===== config.mk =====
export PLATFORM = sky130hd
export DESIGN_NAME = mem_arbiter
export DESIGN_NICKNAME = d
export VERILOG_FILES = /design/src/rtl/mem_arbiter.sv
export SDC_FILE = /design/constraint.sdc
export NUM_CORES = 1
export LEC_CHECK = 0
export CAP_MARGIN = 25
export CORE_MARGIN = 1.5
export CORE_UTILIZATION = 44
export DETAILED_ROUTE_END_ITERATION = 16
export PLACE_DENSITY = 0.82
export SKIP_LAST_GASP = 1
export SYNTH_ARGS = -nofsm -noshare
export SYNTH_HDL_FRONTEND = slang
export SYNTH_SLANG_ARGS = --single-unit

===== constraint.sdc =====
create_clock -name clk -period 6.35 [get_ports clk]
set_input_delay 1.27 -clock clk [delete_from_list [all_inputs] [get_ports clk]]
set_output_delay 1.27 -clock clk [all_outputs]
set_load 0.03 [all_outputs]

===== src/rtl/mem_arbiter.sv =====
// Arbiter that shares one fixed-latency single-port memory between the I-side and D-side requesters.
// It latches the winning request, drives the memory for LAT cycles, then pulses that side's valid for one cycle.
module mem_arbiter #(
  parameter int LAT = 4
) (
  input  logic        clk,
  input  logic        rst,
  input  logic        i_req,
  input  logic [15:0] i_addr,
  output logic [15:0] i_data,
  output logic        i_valid,
  output logic        i_stall,
  input  logic        d_req,
  input  logic        d_wr,
  input  logic [15:0] d_addr,
  input  logic [15:0] d_wdata,
  output logic [15:0] d_rdata,
  output logic        d_valid,
  output logic        d_stall,
  output logic        mem_en,
  output logic        mem_wr,
  output logic [15:0] mem_addr,
  output logic [15:0] mem_wdata,
  input  logic [15:0] mem_rdata
);

  typedef enum logic [1:0] {IDLE, BUSY, DONE} state_t;

  state_t      state_q, state_d;
  logic [3:0]  cnt_q, cnt_d;
  logic        side_q, side_d;
  logic        wr_q, wr_d;
  logic [15:0] addr_q, addr_d;
  logic [15:0] wdata_q, wdata_d;
  logic        last_q, last_d;
  logic [15:0] i_data_q, i_data_d;
  logic [15:0] d_rdata_q, d_rdata_d;

  logic cand_i, cand_d, grant_d;

  // In DONE the side just served still shows its old request, so it sits out this round.
  assign cand_i  = i_req & ~((state_q == DONE) & ~side_q);
  assign cand_d  = d_req & ~((state_q == DONE) & side_q);
  assign grant_d = cand_d & (~cand_i | ~last_q);

  always_comb begin
    state_d   = state_q;
    cnt_d     = cnt_q;
    side_d    = side_q;
    wr_d      = wr_q;
    addr_d    = addr_q;
    wdata_d   = wdata_q;
    last_d    = last_q;
    i_data_d  = i_data_q;
    d_rdata_d = d_rdata_q;
    case (state_q)
      IDLE, DONE: begin
        if (cand_i | cand_d) begin
          state_d = BUSY;
          cnt_d   = 4'(LAT - 1);
          side_d  = grant_d;
          last_d  = grant_d;
          wr_d    = grant_d & d_wr;
          addr_d  = grant_d ? d_addr : i_addr;
          if (grant_d) begin
            wdata_d = d_wdata;
          end
        end else begin
          state_d = IDLE;
        end
      end
      BUSY: begin
        if (cnt_q != 4'd0) begin
          cnt_d = cnt_q - 4'd1;
        end else begin
          state_d = DONE;
          if (!wr_q) begin
            if (side_q) begin
              d_rdata_d = mem_rdata;
            end else begin
              i_data_d = mem_rdata;
            end
          end
        end
      end
      default: state_d = IDLE;
    endcase
  end

  always_ff @(posedge clk or posedge rst) begin
    if (rst) begin
      state_q   <= IDLE;
      cnt_q     <= 4'd0;
      side_q    <= 1'b0;
      wr_q      <= 1'b0;
      addr_q    <= 16'd0;
      wdata_q   <= 16'd0;
      last_q    <= 1'b0;
      i_data_q  <= 16'd0;
      d_rdata_q <= 16'd0;
    end else begin
      state_q   <= state_d;
      cnt_q     <= cnt_d;
      side_q    <= side_d;
      wr_q      <= wr_d;
      addr_q    <= addr_d;
      wdata_q   <= wdata_d;
      last_q    <= last_d;
      i_data_q  <= i_data_d;
      d_rdata_q <= d_rdata_d;
    end
  end

  assign mem_en    = (state_q == BUSY);
  assign mem_wr    = wr_q & mem_en;
  assign mem_addr  = addr_q;
  assign mem_wdata = wdata_q;
  assign i_valid   = (state_q == DONE) & ~side_q;
  assign d_valid   = (state_q == DONE) & side_q;
  assign i_data    = i_data_q;
  assign d_rdata   = d_rdata_q;
  assign i_stall   = i_req & ~i_valid;
  assign d_stall   = d_req & ~d_valid;

endmodule


### Word-level counts from Yosys, hierarchy flattened

Index checks and enable logic that the tools add are counted.
Widths: inputs -> output; s select.

* word-level logic and storage cells: 45
* output and inout bits: 70
* input bits: 69
* bits in registers: 72

* add/sub/neg operators: 1
* mux-type cells: 7
* reduce and logical (&&, ||, !) cells: 9
* equal/unequal tests: 5
* bitwise logic cells: 15

Operators by type and width (count)
* $mux 16: 1
* $mux 4: 2
* $pmux 4 s2: 1
* $reduce_and 4->1: 2
* $and 1x1->1: 7
* $not 1->1: 6
* $reduce_and 3->1: 2
* $ne 2x2->1 const B: 2
* $pmux 2 s2: 1
* $reduce_bool 4->1: 1
* $sub 4x1->4 const B: 1
* $eq 2x1->1 const B: 1
* $eq 2x2->1 const B: 1
* $logic_not 2->1: 1
* $mux 2: 1
* $ne 2x1->1 const B: 1
* $or 1x1->1: 2
* $reduce_and 2->1: 1
* $reduce_bool 2->1: 1
* $reduce_or 2->1: 1
* $mux 1: 1

### Logic depth before layout (Yosys ltp)

* depth in word-level cells: 8
* mapped depth: 7
* depth with buffers taken out: 6

### Least setup slack after synthesis

Ideal clock, no wire load.

* kind: input to output
* from: in d_req
* to: out d_stall
* path buffers: 0
* required time: 5.080 ns
* setup slack: 3.355 ns
* arrival: 1.725 ns
* stages: 1
* cell sequence: nor2b_1

* word-level cells in the longest chain between the ends: 1

Ends and longest elaborated chain
* from (decl): RTL line 13 `input logic d_req,`
* $and 1x1->1: RTL line 123 `assign d_stall = d_req & ~d_valid;`
* to (decl): RTL line 19 `output logic d_stall,`

No other way between the ends.

### Worst setup path after layout

Ends and elaborated chain as after synthesis.

==> run metrics <==
outcome completed; Crit. End Element output pin; WHS Endpoint mem_addr[12]$_DFFE_PP0P_; Hold Path Cell Cnt 2; CTS tree built; clock root buffer clkbuf_8; worst skew pair latency ~0.33 ns; R2R depth 6; Reg2Reg Launch Point cnt_q[0]$_DFFE_PP0P_; WL/cell roughly 15 um; clock-pin transition on the worst setup and hold timing paths 0.07 ns; area grow syn2layout 55.6%; power density over cell area roughly 550 nW/um2; number of diodes 0; Initial Util 0.450; Pleak between 2 and 2.5 nW; DIE AREA 7370 um2; Yosys reg bits just over 70; detailed-route vias per instance 4.94; Total Wirelength 6640 um; fmax 251 MHz; pre-CTS setup slack roughly 2.4 ns; WS Path Type input port to output pin; Layout Nets roughly 440; share of cells above drive strength 1 0.208; grt ovf 0; Gate Count Post-Synth 222; worst hold path type flop to flop; Period minus WS final a little under 4 ns; Ys Warns 0; DR pass1 iterations 4; dpl cells 435; Hold Crit Start mem_addr[12]$_DFFE_PP0P_; Reg area between 1500 and 2000 um2; DRT iter0 DRCs ~70; core box area around 6700 um2; Post-DRT Antenna Nets 0; Clock Tree Buf Depth 2; pin count of the biggest net entering global routing between 70 and 80; RSZ-0062 raised after global routing false; Die Span X between 80 and 90 um; hpwl dp 4880 um; clock skew ~0.0068 ns; worst-path maximum fanout 6; cts hold-fix bufs 0; fillers between 400 and 500; Critical Path Start Type input port; WP data required around 5.1 ns; DR vias between 2000 and 2500; GP Congestion around 0.75; final setup fails 0; Final Non-Filler Cells 451; CTS resizes 0; MaxCap Viol Count 0; area taken by multi-input logic gates ~1100 um2; Residual DRC 0; RR Endpoint i_data[9]$_DFFE_PP0P_; Tot GR Track Use 0.192; Seq/Total Area, Yosys 0.597; Synth cell types 34; WP data arrival around 2.7 ns; Mean Syn Cell Area ~14 um2; postcts setup bufs 0; Final Hold Vio Count 0; Max Slew Vio Count 0; vias in the first global route between 2000 and 2500; Slew headroom 0.409; reg-to-reg setup timing slack about 4.1 ns; Slew @ Worst Pin 0.886 ns; number of clock sinks between 70 and 80; Top-Level Pins approximately 140; DIE HEIGHT approximately 86 um; port bufs approximately 140; H-tree Lvls 3; row cnt 30; initial antenna violation count 0; area of the mapped netlist slightly above 3000 um2; number of CTS-inserted buffers 9; wire length of the first global-routing pass 10900 um; setup TNS 0 ns; Syn Nets between 200 and 300; setup ws final about 2.4 ns; maximum ir drop on the vdd rail 0.000281 V; fin crit share 0.626
[synth_stat cells, drive strengths merged]
cell    instances  area share
dfrtp          72        0.60
mux2           48        0.18
nand2          20       0.025
o21ai          17       0.028
mux2i          16       0.053
inv             9       0.011
buf             5       0.013
clkbuf          4      0.0083
nor2            4      0.0075
a21oi           2      0.0033
and2            2      0.0041
ha              2      0.0083
nand2b          2      0.0041
nor2b           2      0.0041
nor3b           2      0.0050
a211o           1      0.0033
a21boi          1      0.0025
a22o            1      0.0029
a22oi           1      0.0025
a31oi           1      0.0021
and3            1      0.0021
nand3           1      0.0017
nand3b          1      0.0066
nor3            1      0.0017
nor4            1      0.0070
o221ai          1      0.0050
o31ai           1      0.0025
or2b            1      0.0029
or3b            1      0.0037
xor2            1      0.0029
[how the worst max path moves through the flow]
stage,cells after the start,end,from,slack (ns)
final,3,d_stall,d_req,2.37
after detailed placement,3,d_stall,d_req,2.36
after global placement,3,d_stall,d_req,2.36
after CTS,3,d_stall,d_req,2.36
after floorplan,1,cnt_q[0]$_DFFE_PP0P_,rst,3.26
after global routing,3,d_stall,d_req,2.31
[report_power, final]
| group | leakage [nW] | switching [W] | internal, W |
|---|---|---|---|
| Clock | 0.112 | 0.000165 | 0.000230 |
| Sequential | 0.858 | 0.000133 | 0.000689 |
| Combinational | 1.09 | 0.000731 | 0.000621 |
| Total | 2.06 | 0.00103 | 0.00154 |
[placed cells by master (no fill, tap or decap), types with 2 or more instances in the layout]
cell               n
nor3b_1            2
nor2b_1            2
clkdlybuf4s50_1  138
nor2_1             3
and2_1             2
ha_1               2
mux2i_1           16
clkbuf_8          10
clkinv_2           3
dfrtp_1           72
mux2_2            48
buf_4              3
a21oi_1            2
nand2b_1           2
o21ai_0           17
inv_1              8
nand2_1           20
bufinv_16          2
[sequential cells by signal (all words and copies together), names as in the netlist]
register   count
wr_q           1
i_data        16
mem_addr      16
d_rdata       16
state_q        2
mem_wdata     16
last_q         1
cnt_q          4
[cells by family after synthesis]
| kind of cell | share of synthesized area |
|---|---|
| mux | 0.232 |
| flops | 0.597 |
| simple gates | 0.0754 |
| fa+ha+maj | 0.00828 |
| xor+xnor | 0.00290 |
| compound gates | 0.0522 |
| buf+inv | 0.0327 |
[worst max-delay path, cell delays in order]
cell             delay [ns]
clkdlybuf4s50_1        0.58
nor2b_1                0.15
clkdlybuf4s50_1        0.70
[metal layers]
metal | track usage | vias to the layer above | wire length, um
met3 | 0.0645 | 11 | 546
met2 | 0.317 | 93 | 3330
met5 | 0 | - | 0
li1 | - | 1056 | -
met4 | 0.0894 | 0 | 108
met1 | 0.227 | 1067 | 2650
[metrics by stage]
step | cell area (um2) | total power (W) | hold WS (ns) | utilization
2_1_floorplan | 3020 | 0.00163 | 0.518 | -
3_3_place_gp | 4470 | 0.00215 | 0.461 | 0.665
3_5_place_dp | 4480 | 0.00220 | 0.474 | 0.667
4_1_cts | 4700 | 0.00260 | 0.491 | 0.700
5_1_grt | 4700 | 0.00271 | 0.513 | 0.700
6_report | 4700 | 0.00257 | 0.485 | 0.700
[layout make-up]
cell class / instances / share of cell area
Sequential cell: 72 / 0.383
Timing Repair Buffer: 142 / 0.302
Multi-Input combinational cell: 132 / 0.240
Clock buffer: 10 / 0.0293
Tap cell: 80 / 0.0213
Clock inverter: 6 / 0.0176
Inverter: 9 / 0.00719
(Power assumes the default switching activity.)
